<file path="config.mk">
export PLATFORM = sky130hd
export DESIGN_NAME = unmap9v3
export DESIGN_NICKNAME = d
export VERILOG_FILES = /design/src/rtl/unmap9v3.sv
export SDC_FILE = /design/constraint.sdc
export NUM_CORES = 1
export LEC_CHECK = 0
export ABC_AREA = 1
export BUFFER_PORTS_ARGS = -buffer_cell sky130_fd_sc_hd__buf_2
export CORE_ASPECT_RATIO = 2
export CORE_UTILIZATION = 32
export CTS_BUF_LIST = sky130_fd_sc_hd__clkbuf_2
export DETAILED_ROUTE_END_ITERATION = 12
export PLACE_DENSITY = 0.52
export SLEW_MARGIN = 20
export SYNTH_ARGS = -nofsm -noshare
export SYNTH_HDL_FRONTEND = slang
export SYNTH_SLANG_ARGS = --single-unit
</file>
<file path="constraint.sdc">
create_clock -name clock -period 1.8 [get_ports clock]
set_input_delay 0.18 -clock clock [delete_from_list [all_inputs] [get_ports clock]]
set_output_delay 0.18 -clock clock [all_outputs]
set_load 0.05 [all_outputs]
</file>
<file path="src/rtl/unmap9v3.sv">
// Receive-side inverse of map9v3: replays the 8-bit XNOR LFSR from seed 0 and
// counts steps until the state matches dp[8:1], recovering the original argument.
module unmap9v3 #(
  parameter logic [7:0] STEP_OFFSET = 8'd0
) (
  input  logic       clock,
  input  logic       reset,
  input  logic       start,
  input  logic [8:0] dp,
  output logic [8:0] N,
  output logic       done,
  output logic       error,
  output logic [7:0] counter,
  output logic [7:0] sr
);

  typedef enum logic [3:0] {
    IDLE   = 4'b0001,
    INIT   = 4'b0010,
    SEARCH = 4'b0100,
    DONE   = 4'b1000
  } state_t;

  state_t     state;
  logic [1:0] startbuf;
  logic       go;
  logic [7:0] target;
  logic       n0;

  assign go = startbuf[0] & ~startbuf[1];

  // One comparison per SEARCH cycle; the match test wins over the period bound
  // so a match on the last reachable state still succeeds.
  always_ff @(posedge clock or posedge reset) begin
    if (reset) begin
      state    <= IDLE;
      startbuf <= 2'b00;
      target   <= 8'd0;
      n0       <= 1'b0;
      N        <= 9'd0;
      done     <= 1'b0;
      error    <= 1'b0;
      counter  <= 8'd0;
      sr       <= 8'd0;
    end else begin
      startbuf <= {startbuf[0], start};
      case (state)
        IDLE: begin
          if (go)
            state <= INIT;
        end
        INIT: begin
          target  <= dp[8:1];
          n0      <= dp[0];
          sr      <= 8'd0;
          counter <= 8'd0;
          done    <= 1'b0;
          error   <= 1'b0;
          state   <= SEARCH;
        end
        SEARCH: begin
          if (sr == target) begin
            N     <= {counter + STEP_OFFSET, n0};
            state <= DONE;
          end else if (counter == 8'd254) begin
            error <= 1'b1;
            N     <= 9'd0;
            state <= DONE;
          end else begin
            sr      <= {sr[6:0], ~(sr[3] ^ sr[4] ^ sr[5] ^ sr[7])};
            counter <= counter + 8'd1;
          end
        end
        DONE: begin
          done  <= 1'b1;
          state <= IDLE;
        end
        default: state <= IDLE;
      endcase
    end
  end

endmodule

</file>
# Yosys cells after proc, flatten, opt, wreduce, memory -nomap -nowiden
# Index checks and enable logic that the tools add are counted.
[word_totals]
register_bits = 42
input_bits = 12
output_inout_bits = 27
wordCells = 50
[classes]
n_addsub = 1
eq_ne = 11
muxes = 16
n_bitwise = 6
n_reduce_logical = 7
[ops]
columns = ["operator", "count"]
rows = [
  ["$mux W8", 4],
  ["$pmux W8 S2", 2],
  ["$mux W9", 2],
  ["$mux W4", 3],
  ["$pmux W4 S3", 1],
  ["$add A8 B1 Y8 const B", 1],
  ["$eq A8 B8 Y1", 1],
  ["$eq A8 B8 Y1 const B", 1],
  ["$ne A2 B2 Y1 const B", 4],
  ["$reduce_and A3 Y1", 2],
  ["$reduce_bool A2 Y1", 3],
  ["$eq A4 B1 Y1 const B", 1],
  ["$eq A4 B2 Y1 const B", 1],
  ["$eq A4 B3 Y1 const B", 1],
  ["$eq A4 B4 Y1 const B", 1],
  ["$pmux W1 S2", 2],
  ["$reduce_and A2 Y1", 2],
  ["$ne A3 B3 Y1 const B", 1],
  ["$xor A1 B1 Y1", 3],
  ["$mux W1", 2],
  ["$not A1 Y1", 2],
  ["$and A1 B1 Y1", 1],
]

# Logic depth before layout (Yosys ltp)
# Gate-level depths: netlist of the first run.
[depth]
ltp_word = 7
ltp_mapped = 10

# Worst setup path after synthesis of the first run
# OpenSTA, ideal clock, no wires.
[synth_path]
path_type = "reg2reg"
startpoint = "register counter[0]"
endpoint = "register sr[4]"
setup_ns = 0.121
arrival_time_ns = 1.786
t_required_ns = 1.679
slack_ns = -0.106
stages_incl_launch_ff = 9
cell_sequence = "dfrtp_1 > inv_1 > ha_1 > and3_1 > a21oi_4 > nand2_8 > buf_12 > nand3_1 > nand2_1"
[synth_between]
elab_chain_len = 3
[synth_lines]
columns = ["item", "line", "source"]
rows = [
  ["start, declared", "13", "output logic [7:0] counter,"],
  ["start signal, assigned", "71", "counter <= counter + 8'd1;"],
  ["$eq A8 B8 Y1", "65", "end else if (counter == 8'd254) begin"],
  ["$ne A2 B2 Y1 (no source line)", "--", ""],
  ["$reduce_and A3 Y1 (no source line)", "--", ""],
  ["end signal, assigned", "70", "sr <= {sr[6:0], ~(sr[3] ^ sr[4] ^ sr[5] ^ sr[7])};"],
  ["end, declared", "14", "output logic [7:0] sr"],
]
# Every way passes these cells.
# A chain may end at the register's enable or synchronous reset.

# Worst setup path after layout of the first run
[layout_path]
startpoint = "register counter[0]"
endpoint = "register sr[6]"
# Same word-level chain as after synthesis.

==> metrics.json, run 1 <==
{
  "avgSynthCellArea_um2": 8.65,
  "async_flop_share_pct": 100,
  "synth_largest_type_area_fraction_pct": 49.0,
  "insertion_delay_ps": 430,
  "post-dp-hpwl_mm": 3.46,
  "critical_path.cell_chain": "inv_1 -> ha_1 -> and3_1 -> a21oi_4 -> buf_4 -> nand3_1 -> nand2_1",
  "cell_with_the_biggest_individual_delay_on_the_critical_path": "sky130_fd_sc_hd__dfrtp_2",
  "globalRoute.totalOverflow": 0,
  "num_rows": 41,
  "post_cts_resized": 0,
  "status": "finished, final reports clean",
  "clock_skew_ps": 36.9,
  "finalNonFillerCells": 390,
  "synth-edff-count": 0,
  "critPathMaxStageDelay_ps": 460,
  "slew_viol_final": 0,
  "io_pins": 39,
  "first_global_vias": 1713,
  "drt.antenna.violating_nets": 0,
  "grt_first_pass_wirelength_mm": 7.92,
  "initial_utilization_pct": 33.2,
  "post_synth_instance_area_um2": 2090,
  "leakagePower_nw": 1.43,
  "netlist_top_cells_area": "sky130_fd_sc_hd__dfrtp_1, sky130_fd_sc_hd__nand2_1, sky130_fd_sc_hd__nand3_1",
  "die_width_um": 59.2,
  "design.core.area_um2": 6310,
  "grt_setup_unrepaired": "yes",
  "synth.cells.most_frequent": "sky130_fd_sc_hd__nand2_1, sky130_fd_sc_hd__dfrtp_1, sky130_fd_sc_hd__nand3_1",
  "min_period_ps": 1730,
  "floorplan.die.height_um": 116,
  "cp.required_ps": 2170,
  "arrival_ps": 2100,
  "area_delta_synth_final_pct": 23.2,
  "yosys.area.top_type": "sky130_fd_sc_hd__dfrtp_1",
  "drt-vias-per-instance": 4.49,
  "dr.first_iter.drc_count": 47,
  "firstDrtPassIters": 4,
  "synth-main-ff-cell": "sky130_fd_sc_hd__dfrtp_1",
  "yosys.cell_count.top_type": "sky130_fd_sc_hd__nand2_1",
  "min_period_over_period_pct": 96.2,
  "syn_inst": 242,
  "share_of_post_route_cells_with_drive_strength_above_1_pct": 26.0,
  "htree_num_levels": 2,
  "detail_route.wl_per_cell_um": 12.1,
  "cts-buffers-inserted": 5,
  "end_kind": "flip-flop",
  "netlist_cell_types": 30,
  "power.ir.vdd_worst_v": 0.000731,
  "cp_max_fo": 8,
  "transition_time_of_the_tightest_slew_check_pin_ps": 539,
  "globalplace.congestion": 0.756,
  "ys.warnings.count": 0,
  "fmax_mhz": 578,
  "cp-start-kind": "flip-flop",
  "place.detailed.instances": 369,
  "die_area_um2": 6890,
  "report.final.hold_viol_count": 0,
  "max-cap-violations": 0,
  "number_of_antenna_violations_at_the_first_check_in_global_routing": 0,
  "clock_path_buffers": 2,
  "buffer_ports.inserted": 38,
  "grt.total_usage_pct": 15.6,
  "ctsRootBufferMaster": "sky130_fd_sc_hd__clkbuf_2",
  "drcViolationCount": 0,
  "ys_seq_elements": 42,
  "tritoncts": "built",
  "drt_wl_total_mm": 4.70,
  "tritoncts_num_sinks": 42,
  "max-slew-margin-rel_pct": 64.1,
  "antenna_cells_inserted": 0,
  "grt_start_max_net_pins": 43,
  "via_count": 1751,
  "finalSetupViolations": 0,
  "layout.nets": 317,
  "synth_seq_area_share_pct": 50.2,
  "synth_nets": 256,
  "cellPowerDensity_nw_per_um2": 1060,
  "worstSetupPathType": "reg -> reg",
  "worst_min_path_class": "in -> async",
  "sum_of_negative_setup_slack_ps": 0,
  "clock_transition_at_the_registers_of_the_reported_paths_ps": 240
}
-- where the power goes --
group	switching [W]	internal (W)	total, W
registers	0.000140	0.00114	0.00128
clock network	0.000324	0.0000884	0.000412
logic	0.000703	0.000351	0.00105
total	0.00117	0.00158	0.00274
-- cells by family (layout without fill, tap and decap cells) --
kind of cell / Yosys count / after routing / share of synthesized area (%)
AOI/OAI and AO/OA: 8 / 8 / 2.69
adders and majority gates: 2 / 2 / 1.19
and+or+nand+nor: 151 / 151 / 34.7
buffers and inverters: 28 / 90 / 6.57
xor gates and xnor gates: 11 / 11 / 4.60
DFF: 42 / 42 / 50.2
-- cells in the final DEF (no fill, tap or decap), types with 2 or more instances in the layout --
master	n
sky130_fd_sc_hd__o21ai_0	5
sky130_fd_sc_hd__nand3_1	35
sky130_fd_sc_hd__nor2_2	3
sky130_fd_sc_hd__nand3_2	9
sky130_fd_sc_hd__clkinv_1	2
sky130_fd_sc_hd__buf_4	13
sky130_fd_sc_hd__nor2_1	9
sky130_fd_sc_hd__dfrtp_1	40
sky130_fd_sc_hd__xor2_1	2
sky130_fd_sc_hd__ha_1	2
sky130_fd_sc_hd__clkbuf_2	5
sky130_fd_sc_hd__buf_2	38
sky130_fd_sc_hd__dlygate4sd3_1	11
sky130_fd_sc_hd__nand2_1	84
sky130_fd_sc_hd__nand3b_1	2
sky130_fd_sc_hd__inv_1	18
sky130_fd_sc_hd__xnor2_1	9
-- worst max-delay path: cells and delay by family (launching register included) --
kind | cells | cell delay [ps]
AOI/OAI and AO/OA | 1 | 320
adders and majority gates | 1 | 180
buffers and inverters | 2 | 290
DFF | 1 | 460
and+or+nand+nor | 3 | 410
-- flip-flops by register name (all words and copies together) (netlist names) --
signal / cells
counter: 8
startbuf: 2
error: 1
N: 9
sr: 8
done: 1
n0: 1
state: 4
target: 8
-- metrics by stage --
step	setup slack [ps]	instance area, µm²	util (%)	hold slack, ps	power, W
finish	68.8	2580	40.9	385	0.00274
global placement	153	2410	38.3	291	0.00233
CTS	52.8	2560	40.7	344	0.00280
floorplan	29.1	2100	-	211	0.00210
global route	-2.24	2580	40.9	344	0.00297
detailed placement	140	2410	38.3	299	0.00235
-- final cells by class --
class	count	area (µm²)
sequential	42	1050
clock buffer	5	25.0
fill	677	3730
inverter	20	75.1
clock inverter	3	16.3
tap	86	108
timing repair buffer	62	398
multi-input combinational	172	905
-- path summary, 6_finish.rpt --
kind                       cells after the start  slack (ps)           to   startpoint
max                                            7          70        sr[6]   counter[0]
max in group asynchronous                      4        1020     state[0]        reset
min                                            4         390   counter[7]        reset
min in group clock                             0         400  startbuf[1]  startbuf[0]
max reg2reg                                    7          70        sr[6]   counter[0]
min reg2reg                                    0         400  startbuf[1]  startbuf[0]
-- timing repair --
action | CTS | global route
endpoints found under the hold margin | 51 | 0
endpoints found under the setup margin | 0 | 9
buffers inserted | 0 | 2
hold buffers | 11 | 0
-- layer usage --
layer | vias to the layer above | part of all wire, % | global-route usage [%]
met1 | 816 | 37 | 15.6
met5 | - | 0 | 0
met4 | 0 | 3.9 | 9.37
met2 | 37 | 56 | 28.1
met3 | 11 | 3.2 | 3.43
li1 | 887 | - | -
No activity file was read; power rests on OpenSTA's default activity.
==> run 2: changes to the inputs <==
ABC_AREA = default   (was 1)
==> run 2 against run 1 <==
  * The run now ends with design-rule violations left
  * Cell count decreased by 15%
  * Worst setup slack lost 48 ps
  * Sequential power fell by 5%
  * Flip-flop and latch count is the same
  * First-iteration DRC count shrank 19%
  * Synthesized cell count down 18%
==> metrics.json, run 2 <==
{
  "tritoncts_num_sinks": {"value": 42, "change": "unchanged"},
  "report.final.hold_viol_count": {"value": 0, "change": "unchanged"},
  "share_of_post_route_cells_with_drive_strength_above_1": {"value": 39.4, "unit": "%", "change": "was 26.0%"},
  "number_of_antenna_violations_at_the_first_check_in_global_routing": {"value": 0, "change": "unchanged"},
  "cp-start-kind": {"value": "flip-flop", "change": "unchanged"},
  "cts-buffers-inserted": {"value": 5, "change": "unchanged"},
  "drcViolationCount": {"value": 2, "change": "was 0"},
  "cellPowerDensity": {"value": 873, "unit": "nW/µm²", "change": "was 1060 nW/µm²"},
  "die_width": {"value": 57.2, "unit": "µm", "change": "was 59.2 µm"},
  "die_area": {"value": 6440, "unit": "µm²", "change": "was 6890 µm²"},
  "cell_with_the_biggest_individual_delay_on_the_critical_path": {"value": "sky130_fd_sc_hd__dfrtp_1", "change": "was sky130_fd_sc_hd__dfrtp_2"},
  "slew_viol_final": {"value": 0, "change": "unchanged"},
  "ctsRootBufferMaster": {"value": "sky130_fd_sc_hd__clkbuf_2", "change": "unchanged"},
  "arrival": {"value": 2100, "unit": "ps", "change": "about the same"},
  "post_synth_instance_area": {"value": 1950, "unit": "µm²", "change": "was 2090 µm²"},
  "globalplace.congestion": {"value": 0.781, "change": "was 0.756"},
  "cp_max_fo": {"value": 8, "change": "unchanged"},
  "syn_inst": {"value": 198, "change": "was 242"},
  "avgSynthCellArea": {"value": 9.86, "unit": "µm²", "change": "was 8.65 µm²"},
  "min_period": {"value": 1780, "unit": "ps", "change": "was 1730 ps"},
  "violated_checks": "design-rule violations",
  "max-cap-violations": {"value": 0, "change": "unchanged"},
  "regMostFlops": {"value": "N", "change": "unchanged"},
  "clock_transition_at_the_registers_of_the_reported_paths": {"value": 220, "unit": "ps", "change": "was 240 ps"},
  "num_rows": {"value": 39, "change": "was 41"},
  "firstDrtPassIters": {"value": 9, "change": "was 4"},
  "max-slew-margin-rel": {"value": 63.5, "unit": "%", "change": "was 64.1%"},
  "layout.cells.most_common": {"value": "sky130_fd_sc_hd__nand2_1", "change": "unchanged"},
  "htree_num_levels": {"value": 2, "change": "unchanged"},
  "yosys.area.top_type": {"value": "sky130_fd_sc_hd__dfrtp_1", "change": "unchanged"},
  "worst_path_dominant_cell_family": {"value": "simple AND/OR/NAND/NOR gates", "change": "was flip-flops"},
  "clock_skew": {"value": 21.4, "unit": "ps", "change": "was 36.9 ps"},
  "synth_largest_type_area_fraction": {"value": 52.5, "unit": "%", "change": "was 49.0%"},
  "io_pins": {"value": 39, "change": "unchanged"},
  "grt.total_usage": {"value": 15.8, "unit": "%", "change": "was 15.6%"},
  "synth-main-ff-cell": {"value": "sky130_fd_sc_hd__dfrtp_1", "change": "unchanged"},
  "netlist_top_cells_area": {"value": "sky130_fd_sc_hd__dfrtp_1, sky130_fd_sc_hd__nand2_1, sky130_fd_sc_hd__a31o_2", "change": "was sky130_fd_sc_hd__dfrtp_1, sky130_fd_sc_hd__nand2_1, sky130_fd_sc_hd__nand3_1"},
  "grt_setup_unrepaired": {"value": "yes", "change": "unchanged"},
  "area_delta_synth_final": {"value": 31.4, "unit": "%", "change": "was 23.2%"},
  "clock_path_buffers": {"value": 2, "change": "unchanged"},
  "leakagePower": {"value": 1.27, "unit": "nW", "change": "was 1.43 nW"},
  "dr.first_iter.drc_count": {"value": 38, "change": "was 47"},
  "post-dp-hpwl": {"value": 3.18, "unit": "mm", "change": "was 3.46 mm"},
  "end_kind": {"value": "flip-flop", "change": "unchanged"},
  "power.ir.vdd_worst": {"value": 0.000494, "unit": "V", "change": "was 0.000731 V"},
  "buffer_ports.inserted": {"value": 38, "change": "unchanged"},
  "synth_nets": {"value": 212, "change": "was 256"},
  "postPlaceCellArea": {"value": 2360, "unit": "µm²", "change": "was 2410 µm²"},
  "ys.warnings.count": {"value": 0, "change": "unchanged"},
  "largest_register_ff_count": {"value": 9, "change": "unchanged"},
  "async_flop_share": {"value": 100, "unit": "%", "change": "unchanged"},
  "cp.required": {"value": 2120, "unit": "ps", "change": "was 2170 ps"},
  "drt-vias-per-instance": {"value": 4.84, "change": "was 4.49"},
  "globalRoute.totalOverflow": {"value": 0, "change": "unchanged"},
  "fillCellCount": {"value": 573, "change": "was 677"},
  "ys_seq_elements": {"value": 42, "change": "unchanged"},
  "floorplan.die.height": {"value": 112, "unit": "µm", "change": "was 116 µm"},
  "synth-edff-count": {"value": 0, "change": "unchanged"},
  "tritoncts": {"value": "built", "change": "unchanged"},
  "grt_start_max_net_pins": {"value": 43, "change": "unchanged"},
  "initial_utilization": {"value": 33.6, "unit": "%", "change": "was 33.2%"},
  "design_power_total": {"value": 0.00224, "unit": "W", "change": "was 0.00274 W"},
  "synth.cells.most_frequent": {"value": "sky130_fd_sc_hd__nand2_1, sky130_fd_sc_hd__dfrtp_1, sky130_fd_sc_hd__nor2_1", "change": "was sky130_fd_sc_hd__nand2_1, sky130_fd_sc_hd__dfrtp_1, sky130_fd_sc_hd__nand3_1"},
  "via_count": {"value": 1596, "change": "was 1751"},
  "synth_seq_area_share": {"value": 53.9, "unit": "%", "change": "was 50.2%"},
  "final.setup.worst_slack": {"value": 20.8, "unit": "ps", "change": "was 68.8 ps"},
  "sum_of_negative_setup_slack": {"value": 0, "unit": "ps", "change": "unchanged"},
  "fmax": {"value": 562, "unit": "MHz", "change": "was 578 MHz"},
  "drt.antenna.violating_nets": {"value": 0, "change": "unchanged"},
  "worst_min_path_class": {"value": "reg -> reg", "change": "was in -> async"},
  "postLayoutCoreUtil": {"value": 44.2, "unit": "%", "change": "was 40.9%"},
  "netlist_cell_types": {"value": 31, "change": "was 30"},
  "layout.nets": {"value": 282, "change": "was 317"},
  "drt_wl_total": {"value": 4.52, "unit": "mm", "change": "was 4.70 mm"},
  "detail_route.wl_per_cell": {"value": 13.7, "unit": "µm", "change": "was 12.1 µm"},
  "transition_time_of_the_tightest_slew_check_pin": {"value": 547, "unit": "ps", "change": "was 539 ps"},
  "cp_num_buf_inv": {"value": 1, "change": "was 2"},
  "yosys.cell_count.top_type": {"value": "sky130_fd_sc_hd__nand2_1", "change": "unchanged"},
  "first_global_vias": {"value": 1626, "change": "was 1713"},
  "status": {"value": "finished, violations left", "change": "was finished, final reports clean"},
  "insertion_delay": {"value": 420, "unit": "ps", "change": "was 430 ps"},
  "critPathMaxStageDelay": {"value": 460, "unit": "ps", "change": "about the same"},
  "finalInstanceArea": {"value": 2570, "unit": "µm²", "change": "was 2580 µm²"},
  "min_period_over_period": {"value": 98.8, "unit": "%", "change": "was 96.2%"},
  "critical_path.cell_chain": {"value": "xor2_2 -> nor4_4 -> a21oi_2 -> buf_6 -> and3_4 -> a221o_1", "change": "was inv_1 -> ha_1 -> and3_1 -> a21oi_4 -> buf_4 -> nand3_1 -> nand2_1"},
  "worstSetupPathType": {"value": "reg -> reg", "change": "unchanged"},
  "design.core.area": {"value": 5810, "unit": "µm²", "change": "was 6310 µm²"},
  "finalSetupViolations": {"value": 0, "change": "unchanged"},
  "commonest_cells_after_routing_fill_and_taps_aside": {"value": "sky130_fd_sc_hd__nand2_1, sky130_fd_sc_hd__buf_2, sky130_fd_sc_hd__dfrtp_1", "change": "was sky130_fd_sc_hd__nand2_1, sky130_fd_sc_hd__dfrtp_1, sky130_fd_sc_hd__buf_2"},
  "antenna_cells_inserted": {"value": 0, "change": "unchanged"},
  "worst_setup_slack_after_placement": {"value": 21.2, "unit": "ps", "change": "was 140 ps"},
  "grt_first_pass_wirelength": {"value": 7.67, "unit": "mm", "change": "was 7.92 mm"}
}
## run 2: repair_timing
action | in CTS | in global routing
pin swaps | 2 | 3
setup buffers | 3 | 1
cloned | 0 | 0
endpoints found under the setup margin | 1 | 13
gates resized for setup | 1 | 8
hold buffers | 11 | 0
endpoints found under the hold margin | 51 | 0
## run 2: power by group
part | internal [W] | total, W | leakage, nW | switching, W
combinational | 0.000254 | 0.000638 | 0.705 | 0.000384
clock | 0.0000829 | 0.000392 | 0.0255 | 0.000309
sequential | 0.00109 | 0.00121 | 0.537 | 0.000117
total | 0.00143 | 0.00224 | 1.27 | 0.000810
## run 2: cell families (layout without fill, tap and decap cells)
logic type               after synthesis  count (layout)  synth area share (%)
adder cells (fa/ha/maj)                2               2                  1.28
AO/OA/AOI/OAI                         32              32                  11.3
buffers and inverters                 21              92                  5.00
AND/OR/NAND/NOR                       84              84                  20.4
flip-flops                            42              42                  53.9
multiplexers                           5               5                  2.69
XOR/XNOR                              12              12                  5.38
## run 2: per-stage QoR
stage | hold WS, ps | std cells
3_5_place_dp | 295 | 307
3_3_place_gp | 291 | 307
4_1_cts | 351 | 329
6_report | 414 | 330
2_1_floorplan | 211 | 198
5_1_grt | 364 | 330
## run 2: worst reg2reg max path, stage by stage (launching register included)
cell                      delay, ps
sky130_fd_sc_hd__dfrtp_1        460
sky130_fd_sc_hd__xor2_2         190
sky130_fd_sc_hd__nor4_4         320
sky130_fd_sc_hd__a21oi_2        140
sky130_fd_sc_hd__buf_6          160
sky130_fd_sc_hd__and3_4         160
sky130_fd_sc_hd__a221o_1        250
## run 2: final cells by class
cell class	count	area [µm²]	share of cell area, %
inverters	13	48.8	1.90
clock inverters	3	11.3	0.439
multi-input cells	135	863	33.6
clock buffers	5	25.0	0.975
well taps	61	76.3	2.97
repair buffers	71	473	18.4
flip-flops and latches	42	1070	41.6
## run 2: routing by layer
layer	vias to the layer above	part of all wire [%]	global-route usage, %
met5	-	0	0
met4	0	2.4	7.32
met2	27	54	27.4
li1	792	-	-
met1	770	40	17.9
met3	7	3.4	3.69
## run 2: worst paths after layout
path                             startpoint     endpoint  slack (ps)  cells past startpoint
worst max-delay path              target[4]   counter[6]          20                      6
max in group asynchronous             reset        sr[7]         960                      4
worst min-delay path            startbuf[0]  startbuf[1]         410                      0
min in group asynchronous             reset   counter[5]         420                      4
worst min register to register  startbuf[0]  startbuf[1]         410                      0
worst max register to register    target[4]   counter[6]          20                      6
